--- src/rtl/jtag_tap.sv ---
// IEEE 1149.1-style TAP controller stepped by an enable in the clk domain.
// Provides IDCODE, BYPASS and an USER_W-bit user data register.
module jtag_tap #(
  parameter int          IR_W   = 4,
  parameter logic [31:0] IDCODE = 32'h1BA0_0477,
  parameter int          USER_W = 8
) (
  input  logic              clk,
  input  logic              rst,
  input  logic [3:0]        drive_i,
  output logic [3:0]        state_o,
  output logic              tdo_o,
  output logic [IR_W-1:0]   ir_o,
  output logic [USER_W-1:0] user_dr_o,
  output logic              update_dr_o
);

  localparam logic [3:0] TLR   = 4'hF, RTI   = 4'hC, SELDR = 4'h7, CAPDR = 4'h6,
                         SHDR  = 4'h2, EX1DR = 4'h1, PAUDR = 4'h3, EX2DR = 4'h0,
                         UPDDR = 4'h5, SELIR = 4'h4, CAPIR = 4'hE, SHIR  = 4'hA,
                         EX1IR = 4'h9, PAUIR = 4'hB, EX2IR = 4'h8, UPDIR = 4'hD;

  localparam logic [IR_W-1:0] IR_IDCODE = IR_W'(1);
  localparam logic [IR_W-1:0] IR_USER   = IR_W'(8);

  logic tms, tdi, step, trst;
  assign tms  = drive_i[0];
  assign tdi  = drive_i[1];
  assign step = drive_i[2];
  assign trst = drive_i[3];

  logic [3:0]        next_state;
  logic [IR_W-1:0]   ir_sh;
  logic [31:0]       id_sh;
  logic              bypass;
  logic [USER_W-1:0] user_sh;
  logic              sel_id, sel_user;

  // Data register selection always follows the committed instruction.
  assign sel_id   = (ir_o == IR_IDCODE);
  assign sel_user = (ir_o == IR_USER);

  // NOTE: every path through a combinational block must assign its outputs;
  // the default at the top prevents a latch for unlisted cases.
  always_comb begin
    next_state = state_o;
    case (state_o)
      TLR:          next_state = tms ? TLR   : RTI;
      RTI:          if (tms) next_state = SELDR;
      SELDR:        next_state = tms ? SELIR : CAPDR;
      SELIR:        next_state = tms ? TLR   : CAPIR;
      CAPDR:        next_state = tms ? EX1DR : SHDR;
      CAPIR:        next_state = tms ? EX1IR : SHIR;
      SHDR:         if (tms) next_state = EX1DR;
      SHIR:         if (tms) next_state = EX1IR;
      EX1DR:        next_state = tms ? UPDDR : PAUDR;
      EX1IR:        next_state = tms ? UPDIR : PAUIR;
      PAUDR:        if (tms) next_state = EX2DR;
      PAUIR:        if (tms) next_state = EX2IR;
      EX2DR:        next_state = tms ? UPDDR : SHDR;
      EX2IR:        next_state = tms ? UPDIR : SHIR;
      UPDDR, UPDIR: next_state = tms ? SELDR : RTI;
      default:      next_state = state_o;
    endcase
  end

  // NOTE: sequential state uses non-blocking assignments so every register
  // samples pre-edge values regardless of statement order.
  always_ff @(posedge clk or posedge rst) begin
    if (rst) begin
      state_o     <= TLR;
      ir_o        <= IR_IDCODE;
      ir_sh       <= '0;
      id_sh       <= '0;
      bypass      <= 1'b0;
      user_sh     <= '0;
      user_dr_o   <= '0;
      update_dr_o <= 1'b0;
    end else begin
      update_dr_o <= 1'b0;
      if (trst) begin
        state_o <= TLR;
        ir_o    <= IR_IDCODE;
      end else if (step) begin
        state_o <= next_state;
        case (state_o)
          CAPIR: ir_sh <= IR_W'(1);
          SHIR:  ir_sh <= {tdi, ir_sh[IR_W-1:1]};
          UPDIR: ir_o  <= ir_sh;
          CAPDR: begin
            if (sel_id)        id_sh   <= IDCODE;
            else if (sel_user) user_sh <= user_dr_o;
            else               bypass  <= 1'b0;
          end
          SHDR: begin
            if (sel_id)        id_sh   <= {tdi, id_sh[31:1]};
            else if (sel_user) user_sh <= {tdi, user_sh[USER_W-1:1]};
            else               bypass  <= tdi;
          end
          UPDDR: begin
            if (sel_user) begin
              user_dr_o   <= user_sh;
              update_dr_o <= 1'b1;
            end
          end
          default: ;
        endcase
        // Entering Test-Logic-Reset re-selects IDCODE.
        if (next_state == TLR) ir_o <= IR_IDCODE;
      end
    end
  end

  always_comb begin
    tdo_o = 1'b0;
    if (state_o == SHIR) begin
      tdo_o = ir_sh[0];
    end else if (state_o == SHDR) begin
      if (sel_id)        tdo_o = id_sh[0];
      else if (sel_user) tdo_o = user_sh[0];
      else               tdo_o = bypass;
    end
  end

endmodule

--- config.mk ---
export PLATFORM = sky130hd
export DESIGN_NAME = jtag_tap
export DESIGN_NICKNAME = d
export VERILOG_FILES = /design/src/rtl/jtag_tap.sv
export SDC_FILE = /design/constraint.sdc
export NUM_CORES = 1
export LEC_CHECK = 0
export CORE_ASPECT_RATIO = 0.7
export CORE_MARGIN = 2
export CORE_UTILIZATION = 50
export CTS_CLUSTER_DIAMETER = 30
export DETAILED_ROUTE_END_ITERATION = 10
export PLACE_DENSITY = 0.73
export SYNTH_ARGS = -nofsm -noshare
export SYNTH_HDL_FRONTEND = slang
export SYNTH_SLANG_ARGS = --single-unit
export TNS_END_PERCENT = 30
--- constraint.sdc ---
create_clock -name clk -period 2.9 [get_ports clk]
set_input_delay 0.435 -clock clk [delete_from_list [all_inputs] [get_ports clk]]
set_output_delay 0.435 -clock clk [all_outputs]
set_load 0.03 [all_outputs]
* Yosys cells after proc, flatten, opt, wreduce, memory -nomap -nowiden
Cells that the tools add are included.
Operators by class: muxes and demuxes 44, equality and inequality tests 26, bitwise operators 1, reduce and logical (&&, ||, !) cells 12
Operators with widths (count):
- 32-bit two-way mux | 2
- 32-bit one-hot mux with 2 select lines | 1
- 4-bit one-hot mux with 15 select lines | 1
- 4-bit two-way mux | 12
- 4-bit equality test (second input constant) | 10
- 8-bit two-way mux | 4
- 4-bit by 3-bit equality test with 1-bit output (second input constant) | 4
- 2-bit inequality test (second input constant) | 8
- 8-bit one-hot mux with 2 select lines | 1
- 7-bit AND reduction | 2
- 1-bit two-way mux | 13
- 3-bit two-way mux | 4
- 4-bit by 1-bit equality test with 1-bit output (second input constant) | 2
- 4-bit by 2-bit equality test with 1-bit output (second input constant) | 2
- 2-bit two-way mux | 4
- 4-bit one-hot mux with 2 select lines | 1
- 2-bit nonzero test | 3
- 5-bit AND reduction | 1
- 4-bit logical NOT | 1
- 4-bit AND reduction | 1
- 3-bit AND reduction | 1
- 3-bit nonzero test | 1
- 1-bit one-hot mux with 2 select lines | 1
- 2-bit AND reduction | 1
- 2 further kinds | 2
Word-level totals: word-level logic and storage cells 91, register bits 62, input bits 6, output and inout port bits 18

* Depth between registers and ports, before layout
depth in word-level cells 7, mapped depth 6, depth with buffers taken out 3

* Worst setup path before layout
Ideal clock, no wire load.
kind register to output, start point register state_o[0], end point output port tdo_o, cell stages (with the launch flop) 7, setup slack 0.399 ns, path buffers 3, data required time 2.465 ns, arrival 2.066 ns, cell sequence dfstp_2 buf_2 nor4b_2 buf_2 buf_2 o21ai_0 o22ai_1
On the way: word-level cells in the longest chain between the ends 3, elaborated cells between the ends (all ways) 4, those cells by class eq/ne (2); mux (2)
RTL lines:
- start: declaration | line 11 | output logic [3:0] state_o,
- start signal: assignment | line 85 | state_o <= next_state;
- 4-bit by 2-bit equality test with 1-bit output | line 118 | end else if (state_o == SHDR) begin
- 1-bit two-way mux | line 118
- 1-bit two-way mux (*) | line 116 | if (state_o == SHIR) begin
- end: declaration | line 12 | output logic tdo_o,
Mark *: on every way between the ends. The rest lies on a longest branch, timed or not.

* Final worst setup path
start point register state_o[1], end point output port tdo_o
Same word-level chain as after synthesis.

==> reports/metrics.cfg <==
[power]
switching_power_mw = 0.468
pwr-share-seq = 0.542
worst_ir_drop_vdd_mv = 0.324
power.density_cell_area_nw_per_um2 = 529
leakage_component_of_the_power_nw = 1.60
power.combinational.fraction = 0.103
proportion_of_power_drawn_by_the_clock_network = 0.355
power.internal_mw = 1.39
power_switching_share = 0.251

[drt]
route.vias.total = 1964
post-route-drc-count = 0
drt_first_iter_violations = 92
total_iterations_of_the_first_detailed_routing_run = 4
vias_per_cell = 5.40
drt-total-wl_mm = 5.46
remaining_antenna_violation_count_after_routing = 0
route.detailed.wl_per_inst_um = 15.0

[clock_network]
cts.clk_slew.worst_paths_ps = 70
clock_insertion_delay_worst_skew_ps = 340
tritoncts_num_sinks = 62
hold_bufs_inserted_after_cts = 0
tritoncts.num_buffers = 9
clock_tree_from_tritoncts = yes
cts-resized-gates = 0
post_cts.repair.setup_buffers = 0
htreeDepth = 3
cts-root-to-sink-buffers = 2
cts_root_buf = clkbuf_8

[synth]
mappedNetlistNets = 270
adder_cell_area_share_of_the_yosys_netlist = 0
synth_enable_flop_cells = 0
yosys.area_share.simple = 0.134
post-synth-top-count-cell = dfrtp_1
synth_async_sr_flop_share = 1.00
synth_area_leader_cell = dfrtp_1
synth_cell_type_count = 49
yosys_most_used_dff = dfrtp_1
synthCells = 264
synth.top_cell.area_share = 0.467
synth.cell_area_um2 = 3050
synth_top_family_by_area = multiplexers
syn_area_per_cell_um2 = 11.6
synth_mux_area_frac = 0.213
synth_compound_area_frac = 0.0762
seq_area_frac_synth = 0.510
synth_xor_xnor_area_share = 0.00287
yosys-top-cells-count = dfrtp_1, mux2_2, nand2_1
post_synth_main_area_contributors = dfrtp_1, mux2_2, mux2i_1
synthesis.yosys.warnings = 0
ys_seq_elements = 62

[grt]
via_count_of_the_first_global_routing_pass = 1895
overall_overflow_remaining_after_global_route = 0
grt_util_all_layers = 0.181
grt_antenna_before_repair = 0
grt_pass1_wl_mm = 9.56
grt_max_degree = 52

[worst_setup_path]
crit_chain = nor4b_4, o21ai_0, o22ai_1, buf_4
timing.setup.critical_path_class = reg2out
critical_path_arrival_ps = 2110
cp_data_required_time_ps = 2470
timing.critical_path.from_type = register
worst_path_largest_cell_delay_ps = 650
crit_path_top_delay_cell = dfstp_2
worst_setup_path_end_kind = output pin
critPathMaxFanout = 13

[timing]
timing.final.crit_share = 0.877
tightest_slew_ps = 627
post-route-min-period_ps = 2540
finalMaxSlewViolations = 0
report.final.hold_viol_count = 0
grt_setup_unrepaired = false
clock_skew_ps = 6.95
fmax_mhz = 393
timing.slew.headroom = 0.579
fin_setup_tns_ps = 0
fin_worst_hold_slack_ps = 346
report.final.setup_viol = 0

[cells_and_area]
post_route_cells_drive_above_1_share = 0.246
post_layout_nonfiller_instances = 364
multi_input_comb_area_um2 = 1310
nFillCells = 482
num_antenna_cells = 0
fin_nets = 291
final_util = 0.605
area_growth_syn_to_layout_pct = 15.2
seq_area_um2 = 1560

[floorplanning]
core_region_area_um2 = 5810
die-width_um = 97.4
io-pin-count = 24
initial_core_util = 0.525
die_h_um = 69.4
die-area_um2 = 6760
standard_cell_rows = 23

[placed_design]
globalplace.congestion = 0.810
port_buffers = 23
place_hpwl_mm = 3.55
placed_cells = 349

[min_path]
hold_path.class = in2async

[run_status]
outcome = finished clean

[run]
max-cap-violations = 0

## power groups by stage
stage          Clock (mW)  Sequential [mW]  Combinational [mW]
2_1_floorplan           0             1.00               0.154
3_3_place_gp            0             1.02               0.189
3_5_place_dp            0             1.02               0.195
4_1_cts             0.684             1.01               0.196
5_1_grt             0.727             1.02               0.218
6_report            0.661             1.01               0.192
## per-stage QoR
stage | area (µm²) | total power [mW] | setup slack, ps
2_1_floorplan | 3050 | 1.16 | 399
3_3_place_gp | 3350 | 1.21 | 562
3_5_place_dp | 3350 | 1.22 | 552
4_1_cts | 3520 | 1.89 | 343
5_1_grt | 3520 | 1.96 | 229
6_report | 3520 | 1.86 | 358
## critical path: cells and delay by family, from the launching register on
kind / cells / cell delay, ps
DFF: 1 / 650
buffers and inverters: 1 / 200
and+or+nand+nor: 1 / 510
AOI/OAI and AO/OA: 2 / 390
## logic make-up after synthesis
family / after synthesis
xor+xnor: 1
compound gates: 34
flops: 62
buf+inv: 43
mux: 57
simple gates: 67
## final timing paths
kind / end / startpoint / depth (start not counted) / slack, ps
setup / recovery: tdo_o / state_o[1] / 4 / 360
hold / removal: user_sh[6] / rst / 2 / 350
setup reg to reg: user_dr_o[2] / state_o[2] / 3 / 610
hold reg to reg: id_sh[6] / id_sh[6] / 1 / 500
max in group asynchronous: ir_o[0] / rst / 3 / 1940
min in group clk: id_sh[6] / id_sh[6] / 1 / 500
## area by class of cell
type                       instances  share of cell area
clock buffer                      14              0.0462
clock inverter                     1             0.00142
inverter                          23              0.0245
multi-input combinational        159               0.372
sequential                        62               0.443
tap                               75              0.0267
timing repair buffer              30              0.0868
## sequential cells by signal (all words and copies together), names as in the netlist
register     count
user_sh          8
ir_sh            4
ir_o             4
bypass           1
state_o          4
update_dr_o      1
user_dr_o        8
id_sh           32
## routing by layer
metal / vias up / part of all wire / GRT usage
met5: - / 0 / 0
met4: 0 / 0.014 / 0.0694
met3: 8 / 0.055 / 0.0675
met2: 41 / 0.41 / 0.234
met1: 960 / 0.52 / 0.273
li1: 955 / - / -
## cell usage in the layout, fill, tap and decap left out, types with 3 or more instances in the layout
cell type / instances
dfrtp_1: 57
mux2_2: 31
nand2_1: 28
inv_1: 22
clkdlybuf4s50_1: 22
mux2i_1: 18
o21ai_0: 12
clkbuf_8: 11
nand2b_1: 10
mux2_4: 8
buf_4: 6
nor2_1: 5
dfstp_2: 5
nand3b_1: 3
or3_1: 3
a211oi_1: 3
o41ai_1: 3
a21oi_1: 3
clkbuf_1: 3
Power figures use the tool's default switching activity.
